`config.mk`:
```
export PLATFORM = sky130hd
export DESIGN_NAME = pc_seq_stack
export DESIGN_NICKNAME = d
export VERILOG_FILES = /design/src/rtl/pc_seq_pkg.sv /design/src/rtl/pc_ret_stack.sv /design/src/rtl/pc_seq_stack.sv
export SDC_FILE = /design/constraint.sdc
export NUM_CORES = 1
export LEC_CHECK = 0
export ABC_AREA = 0
export CORE_MARGIN = 1
export CORE_UTILIZATION = 63
export DETAILED_ROUTE_END_ITERATION = 6
export PLACE_DENSITY = 0.86
export SYNTH_ARGS = -nofsm -noshare
export SYNTH_HDL_FRONTEND = slang
export SYNTH_SLANG_ARGS = --single-unit
```
`constraint.sdc`:
```
create_clock -name clk -period 10.3 [get_ports clk]
set_input_delay 2.575 -clock clk [delete_from_list [all_inputs] [get_ports clk]]
set_output_delay 2.575 -clock clk [all_outputs]
set_load 0.005 [all_outputs]
```
`src/rtl/pc_seq_pkg.sv`:
```
// Shared op encodings for the PC sequencer and its return stack.
package pc_seq_pkg;

    localparam int unsigned OP_W = 3;

    localparam logic [OP_W-1:0] OP_HOLD   = 3'b000;
    localparam logic [OP_W-1:0] OP_INC    = 3'b001;
    localparam logic [OP_W-1:0] OP_LOAD   = 3'b010;
    localparam logic [OP_W-1:0] OP_BRANCH = 3'b011;
    localparam logic [OP_W-1:0] OP_CALL   = 3'b100;
    localparam logic [OP_W-1:0] OP_RET    = 3'b101;

endpackage

```
`src/rtl/pc_ret_stack.sv`:
```
// DEPTH x WIDTH LIFO holding return addresses; only the stack pointer is reset.
module pc_ret_stack #(
    parameter int unsigned WIDTH = 16,
    parameter int unsigned DEPTH = 8
) (
    input  logic                         clk,
    input  logic                         reset,
    input  logic                         push,
    input  logic                         pop,
    input  logic [WIDTH-1:0]             din,
    output logic [WIDTH-1:0]             dout,
    output logic [$clog2(DEPTH+1)-1:0]   sp,
    output logic                         full,
    output logic                         empty
);

    localparam int unsigned SP_W  = $clog2(DEPTH + 1);
    localparam int unsigned IDX_W = $clog2(DEPTH);

    logic [WIDTH-1:0] mem [DEPTH];
    logic [SP_W-1:0]  sp_q;
    logic [SP_W-1:0]  sp_d;
    logic [IDX_W-1:0] wr_idx;
    logic [IDX_W-1:0] rd_idx;
    logic             do_push;
    logic             do_pop;

    assign full  = (sp_q == SP_W'(DEPTH));
    assign empty = (sp_q == '0);

    // Reset wins over a coincident push or pop.
    assign do_push = push & ~full & ~reset;
    assign do_pop  = pop & ~empty & ~reset;

    assign wr_idx = sp_q[IDX_W-1:0];
    assign rd_idx = wr_idx - IDX_W'(1);

    always_comb begin
        sp_d = sp_q;
        if (do_push) begin
            sp_d = sp_q + SP_W'(1);
        end else if (do_pop) begin
            sp_d = sp_q - SP_W'(1);
        end
    end

    always_ff @(posedge clk) begin
        if (reset) begin
            sp_q <= '0;
        end else begin
            sp_q <= sp_d;
        end
    end

    always_ff @(posedge clk) begin
        if (do_push) begin
            mem[wr_idx] <= din;
        end
    end

    assign dout = mem[rd_idx];
    assign sp   = sp_q;

endmodule

```
`src/rtl/pc_seq_stack.sv`:
```
// Fetch-stage PC sequencer with relative branch and call/return stack.
// Define PC_STKERR_STICKY_EN to make ovf/unf hold until reset.
module pc_seq_stack
    import pc_seq_pkg::*;
#(
    parameter int unsigned      WIDTH     = 16,
    parameter int unsigned      OFF_W     = 8,
    parameter int unsigned      DEPTH     = 8,
    parameter int unsigned      STEP      = 1,
    parameter logic [WIDTH-1:0] RESET_VAL = '0
) (
    input  logic                         clk,
    input  logic                         reset,
    input  logic                         en,
    input  logic [OP_W-1:0]              op,
    input  logic [WIDTH-1:0]             d,
    input  logic [OFF_W-1:0]             off,
    output logic [WIDTH-1:0]             pc,
    output logic [$clog2(DEPTH+1)-1:0]   sp,
    output logic                         full,
    output logic                         empty,
    output logic                         ovf,
    output logic                         unf
);

    logic [WIDTH-1:0] pc_q;
    logic [WIDTH-1:0] pc_d;
    logic [WIDTH-1:0] pc_step;
    logic [WIDTH-1:0] pc_branch;
    logic [WIDTH-1:0] stk_dout;
    logic             stk_full;
    logic             stk_empty;
    logic             is_call;
    logic             is_ret;
    logic             push;
    logic             pop;
    logic             ovf_q;
    logic             ovf_d;
    logic             unf_q;
    logic             unf_d;

    assign pc_step   = pc_q + WIDTH'(STEP);
    // Size cast of a signed operand sign-extends the offset.
    assign pc_branch = pc_q + WIDTH'($signed(off));

    assign is_call = en & (op == OP_CALL);
    assign is_ret  = en & (op == OP_RET);
    assign push    = is_call & ~stk_full;
    assign pop     = is_ret & ~stk_empty;

    pc_ret_stack #(
        .WIDTH (WIDTH),
        .DEPTH (DEPTH)
    ) u_ret_stack (
        .clk   (clk),
        .reset (reset),
        .push  (push),
        .pop   (pop),
        .din   (pc_step),
        .dout  (stk_dout),
        .sp    (sp),
        .full  (stk_full),
        .empty (stk_empty)
    );

    always_comb begin
        pc_d = pc_q;
        if (en) begin
            case (op)
                OP_INC:    pc_d = pc_step;
                OP_LOAD:   pc_d = d;
                OP_BRANCH: pc_d = pc_branch;
                OP_CALL:   if (!stk_full) pc_d = d;
                OP_RET:    if (!stk_empty) pc_d = stk_dout;
                default:   pc_d = pc_q;
            endcase
        end
    end

    always_comb begin
`ifdef PC_STKERR_STICKY_EN
        ovf_d = ovf_q | (is_call & stk_full);
        unf_d = unf_q | (is_ret & stk_empty);
`else
        ovf_d = is_call & stk_full;
        unf_d = is_ret & stk_empty;
`endif
    end

    always_ff @(posedge clk) begin
        if (reset) begin
            pc_q  <= RESET_VAL;
            ovf_q <= 1'b0;
            unf_q <= 1'b0;
        end else begin
            pc_q  <= pc_d;
            ovf_q <= ovf_d;
            unf_q <= unf_d;
        end
    end

    assign pc    = pc_q;
    assign full  = stk_full;
    assign empty = stk_empty;
    assign ovf   = ovf_q;
    assign unf   = unf_q;

endmodule
```
### After elaboration in Yosys (flattened, before gate mapping)

Memories as Yosys holds them, arrays and structs flattened.
Index checks and enable logic that the tools add are counted.

* register bits: 22
* RAM bits: 128
* logic and storage cells: 42
* memories kept: 1

* add/sub/neg operators: 5
* eq/ne operators: 8
* multiplexer cells: 7
* bitwise logic cells: 13
* reductions and logical operators: 4

Memory list
* u_ret_stack.mem: words 8, width 16, read ports 1, clocked after memory_dff 0, wr ports 1, line pc_ret_stack.sv:20 `logic [WIDTH-1:0] mem [DEPTH];`

Operators by type and width (count)
* case mux 16 bit (5 select lines): 1
* 2-to-1 mux 16 bit: 2
* adder 16 x 1 -> 16 bit (second input constant): 1
* adder 16 bit: 1
* AND 1 bit: 10
* 2-to-1 mux 4 bit: 2
* == test 3 x 2 -> 1 bit (second input constant): 2
* == test 3 bit (second input constant): 2
* nonzero test 5 bit: 1
* adder 4 x 1 -> 4 bit (second input constant): 1
* == test 4 bit (second input constant): 1
* logical NOT 4 bit: 1
* inequality test 2 bit (second input constant): 2
* AND reduction 4 bit: 1
* subtractor 4 x 1 -> 4 bit (second input constant): 1
* == test 3 x 1 -> 1 bit (second input constant): 1
* NOT 1 bit: 3
* subtractor 3 x 1 -> 3 bit (second input constant): 1
* 2-to-1 mux 1 bit: 2
* nonzero test 2 bit: 1

### Logic depth before layout (Yosys ltp)

* depth after elaboration: 7
* depth in mapped cells: 14
* depth with buffers taken out: 11

### By module

A second synthesis with hierarchy kept.

* cells, all modules: 558
* area, all modules: 7594.8 um^2

Modules (own cells, without submodules)
* pc_ret_stack: times used 1, cells each 232, area an instance 5198.7 um^2, sequential area each 3923.8 um^2
* pc_seq_stack: times used 1, cells each 326, area an instance 2396.0 um^2, sequential area each 360.3 um^2

### Worst setup path before layout

OpenSTA, ideal clock, no wires.

* kind: input port to flip-flop
* start: input op[1]
* end: memory u_ret_stack.mem[0][0] (enable)
* arrival: 4.999 ns
* data required time: 9.870 ns
* setup slack: 4.871 ns
* stages: 5
* cell sequence: buf_2 > nand2b_1 > nor3_1 > nand2_1 > nor4_1

* longest elaborated chain between the ends: 7

Ends and longest elaborated chain
* start: declaration: line pc_seq_stack.sv:15 `input logic [OP_W-1:0] op,`
* == test 3 bit: line pc_seq_stack.sv:46 `assign is_call = en & (op == OP_CALL);`
* AND 1 bit: line pc_seq_stack.sv:46
* AND 1 bit: line pc_seq_stack.sv:48 `assign push = is_call & ~stk_full;`
* AND 1 bit (2 in series): line pc_ret_stack.sv:32 `assign do_push = push & ~full & ~reset;`
* 2-to-1 mux 1 bit: line pc_ret_stack.sv:56 `if (do_push) begin`
* 2-to-1 mux 1 bit (not written as such): line pc_ret_stack.sv:57 `mem[wr_idx] <= din;`
* end: declaration: line pc_ret_stack.sv:20

Every way passes these cells.

### Worst setup path after layout

* start: register u_ret_stack.sp_q[0], in the netlist u_ret_stack.sp[0]
* end: output full

* longest elaborated chain between the ends: 1

Ends and longest elaborated chain
* start: declaration: line pc_ret_stack.sv:21 `logic [SP_W-1:0] sp_q;`
* start signal: assignment: line pc_ret_stack.sv:51 `sp_q <= sp_d;`
* == test 4 bit: line pc_ret_stack.sv:28 `assign full = (sp_q == SP_W'(DEPTH));`
* end: declaration: line pc_seq_stack.sv:20 `output logic full,`

Every way passes these cells.

==> flow_metrics.env <==
export IMPL_rr_worst_depth=9
export IMPL_synth_flop_cell="edfxtp_1"
export IMPL_hold_buffers=0
export IMPL_wirelength_mm=19.1
export IMPL_grt_overflow_total=0
export IMPL_r2r_start="u_ret_stack.sp[0]"
export IMPL_synth_edf_count=128
export IMPL_finalMaxSlewViolations=0
export IMPL_grt_pass1_wl_mm=29.3
export IMPL_clock_skew_ns=0.00994
export IMPL_intPower_mw=1.07
export IMPL_final_cell_mix="edfxtp_1 (128), nand2_1 (53), clkdlybuf4s50_1 (53), a21oi_1 (41), nor2_1 (32)"
export IMPL_syn2layout_area_growth_pct=16.7
export IMPL_syn_area_um2=7450
export IMPL_antenna_found_initial=0
export IMPL_clk_latency_ns=0.43
export IMPL_crit_fanout=38
export IMPL_path_clk_slew_ns=0.06
export IMPL_final_cell_area_um2=8690
export IMPL_cts_max_level=4
export IMPL_cts_buffers=17
export IMPL_coreArea_um2=11500
export IMPL_drt_met1_wl_mm=7.66
export IMPL_pwr_share_clk_pct=41.3
export IMPL_status="finished clean"
export IMPL_setup_viol=0
export IMPL_ant_nets=0
export IMPL_critPathArrivalTime_ns=2.67
export IMPL_cts_resized_gates=0
export IMPL_initial_utilization_pct=64.9
export IMPL_synth_top_area_share_pct=51.6
export IMPL_ys_warn_count=0
export IMPL_rsz0062_at_grt="no"
export IMPL_fmax_ghz=0.191
export IMPL_grt_usage_pct=32.5
export IMPL_syn_inst=572
export IMPL_p_switching_mw=0.350
export IMPL_worst_hold_slack_ns=0.569
export IMPL_cts_tree="yes"
export IMPL_mostFrequentLayoutCell="edfxtp_1"
export IMPL_post_route_period_util_pct=50.9
export IMPL_ys_ff_latch=150
export IMPL_crit_type="register to output pin"
export IMPL_yosysSeqAreaShare_pct=57.5
export IMPL_worstReg2RegEnd="pc[1]"
export IMPL_combinationalPowerShare_pct=10.8
export IMPL_final_nets=679
export IMPL_synth_nets=623
export IMPL_hold_depth=2
export IMPL_switching_share_pct=24.7
export IMPL_min_path_type="register to register"
export IMPL_yosysTopAreaCell="edfxtp_1"
export IMPL_synth_area_leaders="edfxtp_1 (52%), mux4_2 (9.1%), dfxtp_1 (5.9%)"
export IMPL_drv_cap=0
export IMPL_route_met2_wl_mm=9.14
export IMPL_ys_types=63
export IMPL_worstMarginPinSlew_ns=1.07
export IMPL_critPathRequiredTime_ns=7.73
export IMPL_wl_per_cell_um=24.3
export IMPL_p_per_area_nw_per_um2=163
export IMPL_peakVddDrop_uv=157
export IMPL_root_buffer="clkbuf_16"
export IMPL_hold_end="pc[1]"
export IMPL_via_per_inst=6.88
export IMPL_synth_avg_cell_area_um2=13.0
export IMPL_ctsLongestPathBuffers=2
export IMPL_slew_headroom_pct=28.1
export IMPL_synthArstFlopShare_pct=0
export IMPL_hpwl_mm=12.8
export IMPL_drt_iter0_drc=693
export IMPL_wl_met3_mm=1.55
export IMPL_setup_tns_final_ns=0
export IMPL_die_x_um=111
export IMPL_min_delay_start="pc[1]"
export IMPL_cts_sinks=150
export IMPL_reg2reg_slack_ns=6.79
export IMPL_grt_pass1_vias=5247
export IMPL_die_area_um2=12300
export IMPL_grt_max_degree=39
export IMPL_seqPwrFrac_pct=47.9
export IMPL_drc=0
export IMPL_dr_pass1_iters=5
export IMPL_gp_congestion=0.905
export IMPL_placed_area_um2=8140
export IMPL_insertedDiodeCount=0
export IMPL_hold_violations=0
export IMPL_setup_worst_path_start_class="register"
export IMPL_drive_gt1_share_pct=13.3
export IMPL_via_count=5391
export IMPL_die_h_um=111
export IMPL_top_layer_used="met4"
export IMPL_port_buffers=53
export IMPL_ioPinCount=54
export IMPL_cp_end_kind="output pin"
export IMPL_rows=39
export IMPL_cts_setup_buffers=0
export IMPL_power_leakage_nw=2.97
export IMPL_period_needed_ns=5.25
per-stage QoR:
step	util, %	worst slack (ns)	power [mW]	instances
3_5_place_dp	71.0	4.81	0.838	752
2_1_floorplan	-	4.87	0.783	572
4_1_cts	75.8	5.00	1.42	784
5_1_grt	75.8	4.85	1.46	784
3_3_place_gp	71.0	4.97	0.835	752
6_report	75.8	5.05	1.41	784
worst max path at each step:
stage / from / to / slack (ns) / cells after the start
after global routing: u_ret_stack.sp[0] / full / 4.85 / 7
after CTS: u_ret_stack.sp[0] / full / 5.00 / 7
after detailed placement: op[1] / u_ret_stack.sp[3] / 4.81 / 10
after floorplan: op[1] / u_ret_stack.mem[0][0] / 4.87 / 5
final: u_ret_stack.sp[0] / full / 5.05 / 7
after global placement: op[1] / u_ret_stack.sp[3] / 4.97 / 10
state kept, by name, summed over array words and instances (netlist names):
register,count
ovf,1
pc,16
u_ret_stack.mem,128
u_ret_stack.sp,4
unf,1
cells in the mapped netlist, drive strengths merged, types with 5 or more instances:
cell type    n
a211oi      10
clkbuf      11
a21oi       41
xor2        12
a21o         8
nor2        32
edfxtp     128
nand4        5
nor3        15
mux4        32
or3          5
nor2b        5
dfxtp       22
xnor2       14
o21ai       20
nand2       53
nor4         5
nand3       20
a31oi       11
ha          19
inv         20
mux2i        8
buf         16
nand2b       5
worst max-delay path: stages, from the launching register on:
cell	delay (ns)
dfxtp_2	0.31
buf_4	0.54
inv_2	0.16
ha_1	0.36
nor2b_1	0.20
nand2_1	0.16
inv_1	0.07
clkdlybuf4s50_1	0.44
routing by layer:
metal  up-vias  global-route usage [%]
met2       311                    50.7
met1      2669                    44.4
met4         0                    16.5
met3        54                    5.85
met5         -                       0
li1       2357                       -
power by group through the flow:
stage,clock [mW],combinational (mW),sequential [mW]
after floorplan,0,0.0958,0.687
after global placement,0,0.145,0.690
after detailed placement,0,0.148,0.690
after CTS,0.588,0.149,0.678
after global routing,0.613,0.164,0.678
final,0.584,0.152,0.678
final cells by class:
class | instances | area [µm²]
Multi-Input combinational cell | 375 | 2990
Inverter | 20 | 75.1
Clock inverter | 13 | 121
Sequential cell | 150 | 4290
Clock buffer | 19 | 433
Fill cell | 686 | 2770
Tap cell | 143 | 179
Timing Repair Buffer | 64 | 613
cells by family after synthesis:
family	synth area share, %
muxes	10.9
DFF	57.5
adders and majority gates	3.73
and+or+nand+nor	9.83
buffers and inverters	2.72
AOI/OAI and AO/OA	12.0
xor gates and xnor gates	3.31
No activity file was read; power rests on OpenSTA's default activity.
